### src/rtl/osc_freq_meter_pkg.sv
// Shared types and constants for the ring-oscillator frequency meter.
// Holds the FSM state encoding and the gate exponent limits.
package vgaringosc_pkg;

  typedef enum logic [1:0] {
    IDLE = 2'd0,
    ARM  = 2'd1,
    GATE = 2'd2
  } state_t;

  localparam int GATE_MAX_LOG2_DEF = 20;
  localparam int GATE_LOG2_W       = 5;

  // Requested exponents beyond the supported maximum fall back to the maximum.
  function automatic int clamp_log2(input logic [GATE_LOG2_W-1:0] g, input int gmax);
    return (int'(g) > gmax) ? gmax : int'(g);
  endfunction

endpackage

### src/rtl/osc_freq_meter_if.sv
// Control/status bundle between the frequency meter and its register-side master.
interface osc_freq_meter_if
  import vgaringosc_pkg::*;
#(
  parameter int NCH   = 4,
  parameter int CNT_W = 16
) ();

  logic [$clog2(NCH)-1:0] chsel;
  logic [GATE_LOG2_W-1:0] gate_log2;
  logic                   continuous;
  logic                   start;
  logic                   stop;
  logic                   busy;
  logic                   done;
  logic [CNT_W-1:0]       result;
  logic                   overflow;

  modport master (
    output chsel, gate_log2, continuous, start, stop,
    input  busy, done, result, overflow
  );

  modport slave (
    input  chsel, gate_log2, continuous, start, stop,
    output busy, done, result, overflow
  );

endinterface

### src/rtl/osc_sync_edge.sv
// Two-flop synchroniser for one asynchronous oscillator tap plus a third flop
// that turns the synchronised level into a single-cycle rising-edge pulse.
module osc_sync_edge (
  input  logic clk,
  input  logic reset,
  input  logic osc,
  output logic rise
);

  logic sync_p0, sync_p1, sync_p2;

  always_ff @(posedge clk or posedge reset) begin
    if (reset) begin
      sync_p0 <= 1'b0;
      sync_p1 <= 1'b0;
      sync_p2 <= 1'b0;
    end else begin
      sync_p0 <= osc;
      sync_p1 <= sync_p0;
      sync_p2 <= sync_p1;
    end
  end

  assign rise = sync_p1 & ~sync_p2;

endmodule

### src/rtl/osc_freq_meter.sv
// Multi-channel oscillator frequency meter: counts rising edges of one selected
// tap over a 2^k clk-cycle window, single-shot or back-to-back.
module osc_freq_meter
  import vgaringosc_pkg::*;
#(
  parameter int NCH           = 4,
  parameter int CNT_W         = 16,
  parameter int GATE_MAX_LOG2 = GATE_MAX_LOG2_DEF
) (
  input  logic             clk,
  input  logic             reset,
  input  logic [NCH-1:0]   osc_in,
  osc_freq_meter_if.slave  bus
);

  localparam int              CH_W    = $clog2(NCH);
  localparam int              WIN_W   = (GATE_MAX_LOG2 > 0) ? GATE_MAX_LOG2 : 1;
  localparam logic [CNT_W-1:0] CNT_MAX = '1;

  function automatic logic [CNT_W-1:0] sat_inc(input logic [CNT_W-1:0] c, input logic e);
    return (e && (c != CNT_MAX)) ? c + CNT_W'(1) : c;
  endfunction

  function automatic logic sat_hit(input logic [CNT_W-1:0] c, input logic e);
    return e && (c == CNT_MAX);
  endfunction

  function automatic logic [WIN_W-1:0] win_end_of(input logic [GATE_LOG2_W-1:0] g);
    return WIN_W'((64'd1 << clamp_log2(g, GATE_MAX_LOG2)) - 64'd1);
  endfunction

  logic [NCH-1:0]   edge_p2;
  state_t           state, state_nxt;
  logic [CH_W-1:0]  ch_q;
  logic [WIN_W-1:0] win_end_q, win_cnt;
  logic             cont_q;
  logic [CNT_W-1:0] edge_cnt;
  logic             sat_q;
  logic             edge_sel, win_last, load, win_done;
  logic             busy_q, done_q, ovf_q;
  logic [CNT_W-1:0] result_q;

  // Every tap is synchronised all the time so a channel switch never sees a stale level.
  for (genvar g = 0; g < NCH; g++) begin : g_sync
    osc_sync_edge u_sync (
      .clk   (clk),
      .reset (reset),
      .osc   (osc_in[g]),
      .rise  (edge_p2[g])
    );
  end

  assign edge_sel = edge_p2[ch_q];
  assign win_last = (win_cnt == win_end_q);

  always_comb begin
    state_nxt = state;
    load      = 1'b0;
    win_done  = 1'b0;
    case (state)
      IDLE: begin
        load = 1'b1;
        if (bus.start && !bus.stop) state_nxt = ARM;
      end
      ARM:  state_nxt = bus.stop ? IDLE : GATE;
      GATE: begin
        if (bus.stop) begin
          state_nxt = IDLE;
        end else if (win_last) begin
          win_done = 1'b1;
          if (!cont_q) state_nxt = IDLE;
        end
      end
      default: state_nxt = IDLE;
    endcase
  end

  always_ff @(posedge clk or posedge reset) begin
    if (reset) state <= IDLE;
    else       state <= state_nxt;
  end

  // Measurement datapath: settings are re-latched every idle cycle, so the values
  // present on the start edge are the ones used for the whole run.
  always_ff @(posedge clk) begin
    if (load) begin
      ch_q      <= bus.chsel;
      win_end_q <= win_end_of(bus.gate_log2);
      cont_q    <= bus.continuous;
      edge_cnt  <= '0;
      win_cnt   <= '0;
      sat_q     <= 1'b0;
    end else if (state == GATE) begin
      if (win_last) begin
        edge_cnt <= '0;
        win_cnt  <= '0;
        sat_q    <= 1'b0;
      end else begin
        edge_cnt <= sat_inc(edge_cnt, edge_sel);
        win_cnt  <= win_cnt + WIN_W'(1);
        sat_q    <= sat_q | sat_hit(edge_cnt, edge_sel);
      end
    end
  end

  // Output stage: the final-cycle edge is folded into the published count.
  always_ff @(posedge clk or posedge reset) begin
    if (reset) begin
      busy_q   <= 1'b0;
      done_q   <= 1'b0;
      result_q <= '0;
      ovf_q    <= 1'b0;
    end else begin
      busy_q <= (state_nxt != IDLE);
      done_q <= win_done;
      if (win_done) begin
        result_q <= sat_inc(edge_cnt, edge_sel);
        ovf_q    <= sat_q | sat_hit(edge_cnt, edge_sel);
      end
    end
  end

  assign bus.busy     = busy_q;
  assign bus.done     = done_q;
  assign bus.result   = result_q;
  assign bus.overflow = ovf_q;

endmodule

### src/flat_wrapper.sv
// flat-port wrapper written by rule: the top's interface ports become plain ports
module osc_freq_meter_flat import vgaringosc_pkg::*;
#(
  parameter int NCH           = 4,
  parameter int CNT_W         = 16,
  parameter int GATE_MAX_LOG2 = GATE_MAX_LOG2_DEF
)
  (clk, reset, osc_in, bus_chsel, bus_gate_log2, bus_continuous, bus_start, bus_stop, bus_busy, bus_done, bus_result, bus_overflow);
  osc_freq_meter_if #(.NCH(NCH), .CNT_W(CNT_W)) bus_i ();
  input  logic clk;
  input  logic reset;
  input  logic [NCH-1:0] osc_in;
  input wire logic [$bits(bus_i.chsel)-1:0] bus_chsel;
  input wire logic [$bits(bus_i.gate_log2)-1:0] bus_gate_log2;
  input wire logic [$bits(bus_i.continuous)-1:0] bus_continuous;
  input wire logic [$bits(bus_i.start)-1:0] bus_start;
  input wire logic [$bits(bus_i.stop)-1:0] bus_stop;
  output wire logic [$bits(bus_i.busy)-1:0] bus_busy;
  output wire logic [$bits(bus_i.done)-1:0] bus_done;
  output wire logic [$bits(bus_i.result)-1:0] bus_result;
  output wire logic [$bits(bus_i.overflow)-1:0] bus_overflow;
  assign bus_i.chsel = bus_chsel;
  assign bus_i.gate_log2 = bus_gate_log2;
  assign bus_i.continuous = bus_continuous;
  assign bus_i.start = bus_start;
  assign bus_i.stop = bus_stop;
  assign bus_busy = bus_i.busy;
  assign bus_done = bus_i.done;
  assign bus_result = bus_i.result;
  assign bus_overflow = bus_i.overflow;
  osc_freq_meter #(.NCH(NCH), .CNT_W(CNT_W), .GATE_MAX_LOG2(GATE_MAX_LOG2)) u_core (.clk(clk), .reset(reset), .osc_in(osc_in), .bus(bus_i));
endmodule
### config.mk
export PLATFORM = sky130hd
export DESIGN_NAME = osc_freq_meter_flat
export DESIGN_NICKNAME = d
export VERILOG_FILES = /design/src/rtl/osc_freq_meter_pkg.sv /design/src/rtl/osc_freq_meter_if.sv /design/src/rtl/osc_sync_edge.sv /design/src/rtl/osc_freq_meter.sv /design/src/flat_wrapper.sv
export SDC_FILE = /design/constraint.sdc
export NUM_CORES = 1
export LEC_CHECK = 0
export ABC_CLOCK_PERIOD_IN_PS = 6570
export CORE_ASPECT_RATIO = 1.75
export CORE_MARGIN = 2
export CORE_UTILIZATION = 60
export CTS_BUF_LIST = sky130_fd_sc_hd__clkbuf_8
export CTS_CLUSTER_DIAMETER = 30
export DETAILED_ROUTE_END_ITERATION = 8
export PLACE_DENSITY = 0.82
export SETUP_SLACK_MARGIN = 0.15
export SYNTH_ARGS = -nofsm -noshare
export SYNTH_HDL_FRONTEND = slang
export SYNTH_SLANG_ARGS = --single-unit
### constraint.sdc
create_clock -name clk -period 6.57 [get_ports clk]
set_input_delay 1.6425 -clock clk [delete_from_list [all_inputs] [get_ports clk]]
set_output_delay 1.6425 -clock clk [all_outputs]
set_load 0.005 [all_outputs]
# Word-level counts from Yosys, hierarchy flattened
# Index checks and enable logic that the tools add are counted.
[classes]
addsub = 3
magnitude_cmp = 2
n_eq_ne = 5
shift = 1
muxes = 17
bitwise_logic = 9
n_reduce_logical = 6
[op_table]
columns = ["operator", "count"]
rows = [
  ["two-way mux 16 bit", 2],
  ["left shift 1 x 32 -> 20 bit (first input constant)", 1],
  ["adder 20 x 1 -> 20 bit (second input constant)", 1],
  ["equality test 20 bit", 1],
  ["two-way mux 20 bit", 1],
  ["subtractor 20 x 1 -> 20 bit (second input constant)", 1],
  ["adder 16 x 1 -> 16 bit (second input constant)", 1],
  ["equality test 16 bit (second input constant)", 1],
  ["inequality test 16 bit (second input constant)", 1],
  ["two-way mux 2 bit", 5],
  ["two-way mux 1 bit", 6],
  ["case mux 2 bit (3 select lines)", 1],
  ["> comparator 5 bit (second input constant)", 1],
  ["two-way mux 5 bit", 1],
  ["bitwise AND 1 bit", 4],
  ["inverter 1 bit", 4],
  ["logical AND 1 bit", 3],
  ["less-than comparator 2 x 3 -> 1 bit (second input constant)", 1],
  ["binary-select mux 1 bit (select 2 bit)", 1],
  ["equality test 2 x 1 -> 1 bit (second input constant)", 1],
  ["equality test 2 bit (second input constant)", 1],
  ["zero test 2 bit", 1],
  ["nonzero test 2 bit", 1],
  ["zero test 1 bit", 1],
  ["bitwise OR 1 bit", 1],
]
[word_totals]
ff_bits = 93
input_bits = 16
output_inout_bits = 19
elab_cells = 66

# Logic depth before layout (Yosys ltp)
# Gate-level depths: netlist of run 1.
[depth]
word_depth = 7
mapped_depth = 9
depth_no_buf = 7

# Hierarchy
# From an unflattened synthesis of run 1, not the netlist that was laid out.
[hier_totals]
hier_cells = 465
area_unflattened_um2 = 4613.2
[by_module_without_submodules]
columns = ["mod", "instances", "cells_per_inst", "area_each_um2", "seq_area_each_um2"]
rows = [
  ["osc_freq_meter", 1, 445, 4242.8, 1956.9],
  ["osc_sync_edge", 4, 5, 92.6, 75.1],
]

# Least setup slack after synthesis of run 1
# No wires, ideal clock.
[synth_path]
kind = "input to register"
from = "input bus_gate_log2[2]"
to = "register u_core.win_end_q[4], data pin"
arrival_ns = 2.975
required_ns = 6.301
path_slack_ns = 3.325
path_stages = 7
path_buffers = 2
path_cell_list = "clkbuf_1 > or3_1 > nand2b_1 > ha_1 > clkbuf_1 > mux2i_1 > o21ai_0"
[synth_between]
elab_chain_len = 4
[synth_lines]
columns = ["element", "line_no", "text"]
rows = [
  ["start: declaration", "flat_wrapper.sv:14", "input wire logic [$bits(bus_i.gate_log2)-1:0] bus_gate_log2;"],
  ["> comparator 5 bit", "osc_freq_meter_pkg.sv:16", "return (int'(g) > gmax) ? gmax : int'(g);"],
  ["two-way mux 5 bit *", "osc_freq_meter_pkg.sv:16", ""],
  ["left shift 1 x 32 -> 20 bit *", "osc_freq_meter.sv:29", "return WIN_W'((64'd1 << clamp_log2(g, GATE_MAX_LOG2)) - 64'd1);"],
  ["subtractor 20 x 1 -> 20 bit *", "osc_freq_meter.sv:29", ""],
  ["end signal: assignment", "osc_freq_meter.sv:88", "win_end_q <= win_end_of(bus.gate_log2);"],
  ["end: declaration", "osc_freq_meter.sv:35", "logic [WIN_W-1:0] win_end_q, win_cnt;"],
]
# Mark *: on every way between the ends. The rest lies on a longest branch, timed or not.
# A chain may end at the register's enable or synchronous reset.

# Final worst setup path of run 1
[layout_path]
from = "input bus_gate_log2[2]"
to = "register u_core.win_end_q[10], data pin"
# The elaborated chain is that of the path after synthesis.

==> flow_metrics.env, run 1 <==
export IMPL_hold_ws_ns=0.3610
export IMPL_post_cts_buffers=0
export IMPL_fp_dieArea_sq_um=7994
export IMPL_timing_critical_path_to_type="register"
export IMPL_finalNetCount=457
export IMPL_post_cts_resized=0
export IMPL_area_growth_pct=13.14
export IMPL_max_stage_delay_ns=0.69
export IMPL_portBuffers=34
export IMPL_worstHoldEndpoint="u_core.g_sync[2].u_sync.sync_p1"
export IMPL_synth_area_leaders="sky130_fd_sc_hd__dfrtp_1 (19%), sky130_fd_sc_hd__dfxtp_1 (17%), sky130_fd_sc_hd__edfxtp_1 (16%)"
export IMPL_post_synth_and_or_nand_nor_area_fraction_pct=17.64
export IMPL_grt_start_max_net_pins=34
export IMPL_overflow=0
export IMPL_syn_avg_cell_area_sq_um=10.51
export IMPL_critical_path_n_buffers_inverters=1
export IMPL_ioPinCount=35
export IMPL_critPathRequiredTime_ns=6.79
export IMPL_cellLeakagePower_nw=1.859
export IMPL_hold_wc_path_type="reg2reg"
export IMPL_num_rows=41
export IMPL_synth_yosys_warnings=0
export IMPL_die_width_microns=68.45
export IMPL_antenna_cells=0
export IMPL_clock_latency_ns=0.38
export IMPL_worstSetupPathDepth=7
export IMPL_worstRegToRegCells=6
export IMPL_ys_seq_elements=93
export IMPL_synth_top_family_by_area="simple AND/OR/NAND/NOR gates"
export IMPL_fin_worst_skew_ns=0.008987
export IMPL_timing_final_crit_share_pct=58.64
export IMPL_final_max_slew_viol_count=0
export IMPL_peakVddDrop_v=0.0001650
export IMPL_antenna_violations_before_repair=0
export IMPL_relative_slew_margins_pct=17.28
export IMPL_cts_tree="done"
export IMPL_crit_path_cell_trace="clkdlybuf4s50_1 > or3_1 > nand2b_1 > ha_1 > nor3_1 > a31oi_1 > o21ai_0"
export IMPL_place_detailed_hpwl_mm=5.933
export IMPL_grt_use_total_pct=23.01
export IMPL_cp_max_fanout=17
export IMPL_avgRoutedWirePerCell_microns=15.39
export IMPL_asyncSetResetFlopFracSynth_pct=35.48
export IMPL_hold_path_depth=0
export IMPL_number_of_flops_mapped_to_enable_cells_by_yosys=23
export IMPL_layout_min_cycle_time_ns=3.852
export IMPL_source_of_the_worst_register_to_register_timing_path="u_core.state[0]"
export IMPL_synth_adder_area_share_pct=0.8606
export IMPL_setup_repair_after_global_routing_missed_its_margin="false"
export IMPL_vias=3051
export IMPL_syn_inst=415
export IMPL_fmaxAchievable_ghz=0.2596
export IMPL_postSynthNetCount=434
export IMPL_path_delay_family="simple AND/OR/NAND/NOR gates"
export IMPL_clkTransAtPathRegs_ns=0.09
export IMPL_drc_violation_total_after_the_first_tritonroute_iteration=218
export IMPL_grt_pass1_vias=2919
export IMPL_die_height_microns=116.8
export IMPL_cts_htree_levels=3
export IMPL_outcome="complete, no violations"
export IMPL_place_congestion=0.8536
export IMPL_p_per_area_nw_per_um2=226.4
export IMPL_compound_gate_portion_of_the_synthesized_area_pct=7.831
export IMPL_synthMuxAreaShare_pct=7.659
export IMPL_synthDominantAreaCellType="sky130_fd_sc_hd__dfrtp_1"
export IMPL_first_pass_iteration_count_of_the_detailed_router=4
export IMPL_initial_core_util_pct=61.17
export IMPL_synth_flop_cell="sky130_fd_sc_hd__dfxtp_1"
export IMPL_regToRegSetupSlack_ns=4.02
export IMPL_cpMaxStageDelayCell="sky130_fd_sc_hd__clkdlybuf4s50_1"
export IMPL_postCtsHoldBufs=0
export IMPL_finalSetupViolCount=0
export IMPL_core_sq_um=7131
export IMPL_drive_above_1_share_pct=9.481
export IMPL_cell_with_the_most_instances_after_synthesis="sky130_fd_sc_hd__xnor2_1"
export IMPL_hold_violations=0
export IMPL_netlist_cell_type_count=49
export IMPL_viasPerCell=5.767
export IMPL_cts_made_buffers=9
export IMPL_synth_yosys_seq_area_share_pct=51.75
export IMPL_clock_sinks=93
export IMPL_setup_tns_ns=0
export IMPL_worstMarginPinSlew_ns=1.241
export IMPL_worstReg2RegEnd="u_core.win_cnt[18]"
export IMPL_startpoint_type="input port"
export IMPL_global_route_wire_length_before_repair_mm=13.43
export IMPL_clock_root_buffer="sky130_fd_sc_hd__clkbuf_8"
export IMPL_hp_start="u_core.g_sync[2].u_sync.sync_p0"
export IMPL_drt_drc_violations_left=0
export IMPL_post_synth_most_frequent_cells="sky130_fd_sc_hd__xnor2_1 (39), sky130_fd_sc_hd__dfxtp_1 (37), sky130_fd_sc_hd__nor2_1 (35)"
export IMPL_worst_ep_arrival_time_ns=4.07
export IMPL_drt_antenna_violating_nets=0
export IMPL_critical_path_class="in2reg"
export IMPL_synth_xor_area_share_pct=10.64
export IMPL_synth_top_cell_area_share_pct=18.93
export IMPL_netlist_area_sq_um=4362
export IMPL_cts_buffer_depth=2
export IMPL_routed_wirelength_mm=8.141
export IMPL_cap_viol_max_count=0
[worst register-to-register path: stages, from the launching register on]
cell	delay (ns)
sky130_fd_sc_hd__dfrtp_1	0.70
sky130_fd_sc_hd__nor2b_1	0.57
sky130_fd_sc_hd__nand4_1	0.34
sky130_fd_sc_hd__nor2_1	0.42
sky130_fd_sc_hd__and3_1	0.23
sky130_fd_sc_hd__xnor2_1	0.12
sky130_fd_sc_hd__nor2_1	0.06
[through the flow]
| step | setup slack, ns | cells | instance area [sq um] | utilization, % | total power [mW] |
|---|---|---|---|---|---|
| after global routing | 2.540 | 529 | 4935 | 69.21 | 1.162 |
| after CTS | 2.758 | 529 | 4935 | 69.21 | 1.124 |
| after floorplan | 3.325 | 415 | 4362 | - | 0.6893 |
| after global placement | 2.517 | 513 | 4722 | 66.22 | 0.7131 |
| final | 2.718 | 529 | 4935 | 69.21 | 1.117 |
| after detailed placement | 2.352 | 513 | 4722 | 66.22 | 0.7171 |
[area by class of cell]
class | count | area (sq um)
Clock inverter | 7 | 88.84
Fill cell | 552 | 2196
Timing Repair Buffer | 36 | 355.3
Inverter | 13 | 48.80
Multi-Input combinational cell | 285 | 1953
Tap cell | 86 | 107.6
Sequential cell | 93 | 2257
Clock buffer | 9 | 123.9
[logic make-up (layout without fill, tap and decap cells)]
| logic type | count (synthesis) | after routing |
|---|---|---|
| AND/OR/NAND/NOR | 146 | 146 |
| flip-flops | 93 | 93 |
| AO/OA/AOI/OAI | 56 | 56 |
| XOR/XNOR | 53 | 53 |
| buffers and inverters | 37 | 65 |
| multiplexers | 27 | 27 |
| adder cells (fa/ha/maj) | 3 | 3 |
[sequential cells by signal (all words and copies together) (netlist names), 2 cells and up]
name / count
u_core.g_sync.u_sync.sync_p2: 4
u_core.g_sync.u_sync.sync_p0: 4
u_core.edge_cnt: 16
u_core.state: 2
u_core.win_end_q: 20
u_core.win_cnt: 20
u_core.g_sync.u_sync.sync_p1: 4
u_core.ch_q: 2
u_core.bus.result: 16
[metal layers]
| layer | share of wire, % | vias to the layer above | routed length (microns) | track usage, % |
|---|---|---|---|---|
| met1 | 37 | 1480 | 2981 | 22.45 |
| met5 | 0 | - | 0 | 0 |
| li1 | - | 1502 | - | - |
| met4 | 3.0 | 0 | 246 | 11.87 |
| met3 | 3.0 | 15 | 242 | 5.449 |
| met2 | 57 | 54 | 4670 | 42.82 |
[worst max-delay path by stage]
stage / from / end / slack, ns
final: bus_gate_log2[2] / u_core.win_end_q[10] / 2.72
after global routing: bus_gate_log2[2] / u_core.win_end_q[10] / 2.54
after global placement: bus_gate_log2[2] / u_core.win_end_q[12] / 2.52
after detailed placement: bus_gate_log2[2] / u_core.win_end_q[10] / 2.35
after floorplan: bus_gate_log2[2] / u_core.win_end_q[4] / 3.33
after CTS: bus_gate_log2[2] / u_core.win_end_q[10] / 2.76
[where the power goes]
part | internal [mW] | switching, mW | total [mW]
Clock | 0.212 | 0.202 | 0.414
Combinational | 0.0334 | 0.0458 | 0.0792
Sequential | 0.612 | 0.0126 | 0.624
[placed cells by master, fill, tap and decap left out, types with 2 or more instances in the layout]
cell                              instances
sky130_fd_sc_hd__a211oi_1                 2
sky130_fd_sc_hd__a21o_1                   2
sky130_fd_sc_hd__a21oi_1                 20
sky130_fd_sc_hd__a22o_1                   3
sky130_fd_sc_hd__a31oi_1                  2
sky130_fd_sc_hd__and2_1                   3
sky130_fd_sc_hd__and3_1                   6
sky130_fd_sc_hd__and4_1                   6
sky130_fd_sc_hd__buf_4                    2
sky130_fd_sc_hd__bufinv_16                2
sky130_fd_sc_hd__clkbuf_8                 9
sky130_fd_sc_hd__clkdlybuf4s50_1         34
sky130_fd_sc_hd__clkinv_2                 3
sky130_fd_sc_hd__dfrtp_1                 33
sky130_fd_sc_hd__dfxtp_1                 37
sky130_fd_sc_hd__edfxtp_1                23
sky130_fd_sc_hd__ha_1                     3
sky130_fd_sc_hd__inv_1                   13
sky130_fd_sc_hd__mux2_2                   9
sky130_fd_sc_hd__mux2_4                   8
sky130_fd_sc_hd__mux2i_1                  9
sky130_fd_sc_hd__nand2_1                 24
sky130_fd_sc_hd__nand2b_1                 8
sky130_fd_sc_hd__nand3_1                 22
sky130_fd_sc_hd__nand4_1                 17
sky130_fd_sc_hd__nand4b_1                 3
sky130_fd_sc_hd__nor2_1                  34
sky130_fd_sc_hd__nor2b_1                  6
sky130_fd_sc_hd__nor3_1                   5
sky130_fd_sc_hd__o21a_1                   3
sky130_fd_sc_hd__o21ai_0                 14
sky130_fd_sc_hd__o21bai_1                 2
sky130_fd_sc_hd__o22ai_1                  2
sky130_fd_sc_hd__or3_1                    3
sky130_fd_sc_hd__xnor2_1                 39
sky130_fd_sc_hd__xor2_1                  14
(Power assumes the default switching activity.)
==> inputs of run 2 (changes only) <==
ABC_CLOCK_PERIOD_IN_PS = 3800   (was 6570)
clock period = 3.8 ns   (was 6.57 ns; I/O delays follow)
==> run 2 against run 1 <==
Net effect:
- critical path type unchanged
- final area rose by 0.43%
- largest power group unchanged
- via count up 1.3%
- die area did not move
- global-route usage shrank 0.60 points
- setup slack worse by 2.0 ns
- critical path depth unchanged
- highest routed layer unchanged
- register-to-register slack got worse by 2.7 ns
- combinational power rose by 81%
==> flow_metrics.env, run 2 (synthesized netlist as in run 1, its figures left out) <==
export IMPL_p_per_area_nw_per_um2=384.6
export IMPL_critPathRequiredTime_ns=4.01
export IMPL_setup_repair_after_global_routing_missed_its_margin="false"
export IMPL_fp_dieArea_sq_um=7994
export IMPL_num_rows=41
export IMPL_source_of_the_worst_register_to_register_timing_path="u_core.state[0]"
export IMPL_core_sq_um=7131
export IMPL_layout_min_cycle_time_ns=3.085
export IMPL_peakVddDrop_v=0.0002494
export IMPL_cp_max_fanout=15
export IMPL_outcome="complete, no violations"
export IMPL_cts_buffer_depth=2
export IMPL_most_common_cell_after_layout_fill_and_taps_aside="sky130_fd_sc_hd__xnor2_1"
export IMPL_timing_final_crit_share_pct=81.19
export IMPL_area_growth_pct=13.63
export IMPL_critical_path_startpoint="bus_gate_log2[3]"
export IMPL_fmaxAchievable_ghz=0.3241
export IMPL_drt_drc_violations_left=0
export IMPL_post_cts_buffers=0
export IMPL_portBuffers=34
export IMPL_cts_tree="done"
export IMPL_cts_htree_levels=3
export IMPL_hold_ws_ns=0.3570
export IMPL_utilization_after_layout_pct=69.50
export IMPL_die_width_microns=68.45
export IMPL_clock_sinks=93
export IMPL_final_max_slew_viol_count=0
export IMPL_fin_worst_skew_ns=0.01372
export IMPL_drt_antenna_violating_nets=0
export IMPL_cap_viol_max_count=0
export IMPL_antenna_violations_before_repair=0
export IMPL_grt_start_max_net_pins=31
export IMPL_grt_use_total_pct=22.40
export IMPL_relative_slew_margins_pct=24.17
export IMPL_die_height_microns=116.8
export IMPL_clock_root_buffer="sky130_fd_sc_hd__clkbuf_8"
export IMPL_worstMarginPinSlew_ns=1.136
export IMPL_timing_critical_path_to_type="register"
export IMPL_initial_core_util_pct=61.17
export IMPL_post_cts_resized=0
export IMPL_viasPerCell=5.799
export IMPL_routed_wirelength_mm=8.310
export IMPL_cts_made_buffers=9
export IMPL_place_congestion=0.8619
export IMPL_startpoint_type="input port"
export IMPL_clkTransAtPathRegs_ns=0.09
export IMPL_drc_violation_total_after_the_first_tritonroute_iteration=272
export IMPL_antenna_cells=0
export IMPL_postCtsHoldBufs=0
export IMPL_ioPinCount=35
export IMPL_clock_latency_ns=0.37
export IMPL_dp_cells=517
export IMPL_finalNetCount=461
export IMPL_layout_cells_most_common_list="sky130_fd_sc_hd__xnor2_1 (39), sky130_fd_sc_hd__dfxtp_1 (37), sky130_fd_sc_hd__nor2_1 (34), sky130_fd_sc_hd__clkdlybuf4s50_1 (34), sky130_fd_sc_hd__dfrtp_1 (33)"
export IMPL_hp_start="u_core.g_sync[1].u_sync.sync_p0"
export IMPL_setup_tns_ns=0
export IMPL_drive_above_1_share_pct=10.29
export IMPL_grt_pass1_vias=2991
export IMPL_worst_ep_arrival_time_ns=3.29
export IMPL_first_pass_iteration_count_of_the_detailed_router=4
export IMPL_critical_path_class="in2reg"
export IMPL_finalSetupViolCount=0
export IMPL_overflow=0
export IMPL_global_route_wire_length_before_repair_mm=13.25
export IMPL_fin_cells=533
export IMPL_cellLeakagePower_nw=1.874
export IMPL_top_regs="u_core.win_cnt x20, u_core.win_end_q x20"
export IMPL_hold_violations=0
export IMPL_avgRoutedWirePerCell_microns=15.59
export IMPL_place_detailed_hpwl_mm=6.013
export IMPL_hold_wc_path_type="reg2reg"
export IMPL_vias=3091
-- run 2: cell count changes in the layout (fill, tap and decap cells not counted), sizes merged --
cell | previous run | this run
buf | 2 | 6
clkinv | 3 | 2
clkinvlp | 1 | 0
bufinv | 2 | 1
inv | 14 | 17
-- run 2: final cells by class --
| cell class | instances | area, sq um |
|---|---|---|
| Clock inverter | 7 | 80.08 |
| Fill cell | 543 | 2175 |
| Timing Repair Buffer | 40 | 385.4 |
| Multi-Input combinational cell | 285 | 1953 |
| Inverter | 13 | 48.80 |
| Tap cell | 86 | 107.6 |
| Sequential cell | 93 | 2257 |
| Clock buffer | 9 | 123.9 |
-- run 2: routing by layer --
layer	up-vias	share of wire [%]	global-route usage, %
met2	76	56	41.09
met3	21	2.6	4.876
met1	1488	38	22.15
met5	-	0	0
li1	1506	-	-
met4	0	3.3	12.80
-- run 2: per-stage QoR --
stage | setup slack (ns) | area (sq um) | power, mW
after CTS | 0.8207 | 4956 | 1.920
final | 0.7148 | 4956 | 1.906
after global placement | 0.5814 | 4752 | 1.237
after floorplan | 1.248 | 4362 | 1.192
after global routing | 0.5586 | 4956 | 1.980
after detailed placement | 0.4213 | 4752 | 1.245
-- run 2: power by group --
| group | leakage (nW) | switching (mW) | internal [mW] |
|---|---|---|---|
| clock | 0.105 | 0.370 | 0.314 |
| sequential | 0.940 | 0.0221 | 1.06 |
| combinational | 0.829 | 0.0823 | 0.0606 |
-- run 2: path summary, 6_finish.rpt --
check,end,depth (start not counted),slack [ns]
worst min-delay path,u_core.g_sync[1].u_sync.sync_p1,0,0.36
worst max-delay path,u_core.win_end_q[10],7,0.71
worst max register to register,u_core.win_cnt[18],6,1.28
max in group asynchronous,u_core.bus.result[12],3,2.10
worst min register to register,u_core.g_sync[1].u_sync.sync_p1,0,0.36
min in group asynchronous,u_core.g_sync[1].u_sync.sync_p2,2,1.01
-- run 2: worst max-delay path, stage by stage --
cell	delay, ns
sky130_fd_sc_hd__clkdlybuf4s50_1	0.63
sky130_fd_sc_hd__nor2_1	0.46
sky130_fd_sc_hd__nand3_1	0.14
sky130_fd_sc_hd__ha_1	0.40
sky130_fd_sc_hd__nor3_1	0.36
sky130_fd_sc_hd__a31oi_1	0.14
sky130_fd_sc_hd__o21ai_0	0.21
==> inputs of run 3 (changes only) <==
ABC_CLOCK_PERIOD_IN_PS = 2690   (was 3800)
CORE_UTILIZATION = 54   (was 60)
PLACE_DENSITY = 0.78   (was 0.82)
clock period = 2.69 ns   (was 3.8 ns; I/O delays follow)
==> run 3 against run 2 <==
Net effect:
- die area grew 11%
- critical path depth stayed put
- power increased by 40%
- routed wire length grew 4.3%
- cell count grew 2.3%
- first-iteration DRC count shrank 13%
- sequential share of layout area decreased by 0.53 points
- sequential power increased by 41%
- setup slack worse by 0.42 ns
- register-to-register slack lost 0.86 ns
- global-route usage down 1.5 points
- core utilization decreased by 6.1 points
- largest cell class unchanged
- highest routed layer unchanged
==> flow_metrics.env, run 3 (synthesized netlist as in run 1, its figures left out) <==
export IMPL_outcome="complete, no violations"
export IMPL_layout_cells_most_common_list="sky130_fd_sc_hd__xnor2_1 (39), sky130_fd_sc_hd__dfxtp_1 (37), sky130_fd_sc_hd__nor2_1 (34), sky130_fd_sc_hd__clkdlybuf4s50_1 (34), sky130_fd_sc_hd__dfrtp_1 (33)"
export IMPL_die_height_microns=122.9
export IMPL_avgRoutedWirePerCell_microns=15.90
export IMPL_die_width_microns=71.94
export IMPL_cts_htree_levels=3
export IMPL_final_max_slew_viol_count=0
export IMPL_peakVddDrop_v=0.0003500
export IMPL_clock_root_buffer="sky130_fd_sc_hd__clkbuf_8"
export IMPL_antenna_violations_before_repair=0
export IMPL_timing_final_crit_share_pct=88.93
export IMPL_area_growth_pct=14.97
export IMPL_layout_min_cycle_time_ns=2.392
export IMPL_fin_cells=545
export IMPL_most_common_cell_after_layout_fill_and_taps_aside="sky130_fd_sc_hd__xnor2_1"
export IMPL_worstMarginPinSlew_ns=1.249
export IMPL_num_rows=43
export IMPL_crit_path_cell_trace="clkdlybuf4s50_1 > or3_1 > nand2b_1 > ha_1 > nor3_1 > a31oi_1 > o21ai_0"
export IMPL_postCtsHoldBufs=0
export IMPL_fp_dieArea_sq_um=8840
export IMPL_fin_worst_skew_ns=0.01159
export IMPL_startpoint_type="input port"
export IMPL_critical_path_class="in2reg"
export IMPL_ioPinCount=35
export IMPL_cap_viol_max_count=0
export IMPL_clock_latency_ns=0.37
export IMPL_fmaxAchievable_ghz=0.4180
export IMPL_post_cts_buffers=0
export IMPL_portBuffers=34
export IMPL_critPathRequiredTime_ns=2.90
export IMPL_initial_core_util_pct=55.15
export IMPL_drc_violation_total_after_the_first_tritonroute_iteration=238
export IMPL_cts_tree="done"
export IMPL_critical_path_n_buffers_inverters=1
export IMPL_p_per_area_nw_per_um2=533.3
export IMPL_clock_sinks=93
export IMPL_setup_repair_after_global_routing_missed_its_margin="true"
export IMPL_place_detailed_hpwl_mm=6.294
export IMPL_path_delay_family="simple AND/OR/NAND/NOR gates"
export IMPL_cp_max_fanout=10
export IMPL_max_stage_delay_ns=0.41
export IMPL_place_congestion=0.8643
export IMPL_post_cts_resized=0
export IMPL_cts_made_buffers=9
export IMPL_antenna_cells=0
export IMPL_finalSetupViolCount=0
export IMPL_drt_drc_violations_left=0
export IMPL_area_used_by_multi_input_combinational_logic_sq_um=1953
export IMPL_drt_antenna_violating_nets=0
export IMPL_finalNetCount=469
export IMPL_global_route_wire_length_before_repair_mm=14.08
export IMPL_cts_buffer_depth=2
export IMPL_worst_ep_arrival_time_ns=2.61
export IMPL_cellLeakagePower_nw=1.905
export IMPL_hold_wc_path_type="reg2reg"
export IMPL_timing_critical_path_to_type="register"
export IMPL_top_regs="u_core.win_cnt x20, u_core.win_end_q x20"
export IMPL_relative_slew_margins_pct=16.76
export IMPL_drive_above_1_share_pct=11.87
export IMPL_cpMaxStageDelayCell="sky130_fd_sc_hd__clkdlybuf4s50_1"
export IMPL_filler_cell_count=626
export IMPL_hold_violations=0
export IMPL_first_pass_iteration_count_of_the_detailed_router=4
export IMPL_clkTransAtPathRegs_ns=0.09
export IMPL_regArea_sq_um=2257
export IMPL_overflow=0
export IMPL_routed_wirelength_mm=8.668
export IMPL_vias=3121
export IMPL_grt_start_max_net_pins=34
export IMPL_dp_cells=529
export IMPL_core_sq_um=7909
export IMPL_grt_use_total_pct=20.88
export IMPL_grt_pass1_vias=3118
export IMPL_total_power_mw=2.674
export IMPL_viasPerCell=5.727
run 3: cell count changes in the layout (fill, tap and decap cells not counted):
cell                         before  now
sky130_fd_sc_hd__clkinv_4         2    1
sky130_fd_sc_hd__buf_4            6   14
sky130_fd_sc_hd__clkinvlp_4       0    1
sky130_fd_sc_hd__inv_4            1    0
sky130_fd_sc_hd__clkinv_2         0    2
sky130_fd_sc_hd__inv_6            3    2
run 3: area by class of cell:
cell class	instances	area share, %
clock inverter	7	1.472
inverter	13	0.9731
multi-input combinational	285	38.95
tap	90	2.246
timing repair buffer	48	8.882
clock buffer	9	2.470
sequential	93	45.01
run 3: final timing paths:
| kind | from | to | slack, ns | depth (start not counted) |
|---|---|---|---|---|
| worst max-delay path | bus_gate_log2[2] | u_core.win_end_q[12] | 0.30 | 7 |
| worst min-delay path | u_core.g_sync[2].u_sync.sync_p0 | u_core.g_sync[2].u_sync.sync_p1 | 0.35 | 0 |
| worst max register to register | u_core.win_cnt[4] | u_core.edge_cnt[10] | 0.42 | 6 |
| worst min register to register | u_core.g_sync[2].u_sync.sync_p0 | u_core.g_sync[2].u_sync.sync_p1 | 0.35 | 0 |
| max in group asynchronous | reset | u_core.bus.result[14] | 1.69 | 3 |
| min in group asynchronous | reset | u_core.g_sync[1].u_sync.sync_p2 | 0.69 | 3 |
run 3: per-stage QoR:
step	util (%)	area, sq um	setup slack [ns]	TNS, ns	hold WS, ns
CTS	63.41	5015	0.3229	0	0.3499
global placement	60.91	4817	0.04611	0	0.3355
floorplan	-	4362	0.4153	0	0.3312
finish	63.41	5015	0.2979	0	0.3471
detailed placement	60.91	4817	-0.06905	-0.1335	0.3347
global route	63.41	5015	0.1346	0	0.3591
run 3: power breakdown:
part	internal [mW]	switching, mW	total [mW]
Clock	0.434	0.503	0.937
Sequential	1.49	0.0268	1.52
Combinational	0.0921	0.125	0.217
run 3: layer usage:
metal / share of wire (%) / track usage [%] / up-vias / wire [microns]
li1: - / - / 1528 / -
met1: 37 / 20.03 / 1491 / 3175
met2: 57 / 40.74 / 79 / 4928
met3: 3.0 / 2.934 / 23 / 259
met4: 3.5 / 12.26 / 0 / 304
met5: 0 / 0 / - / 0
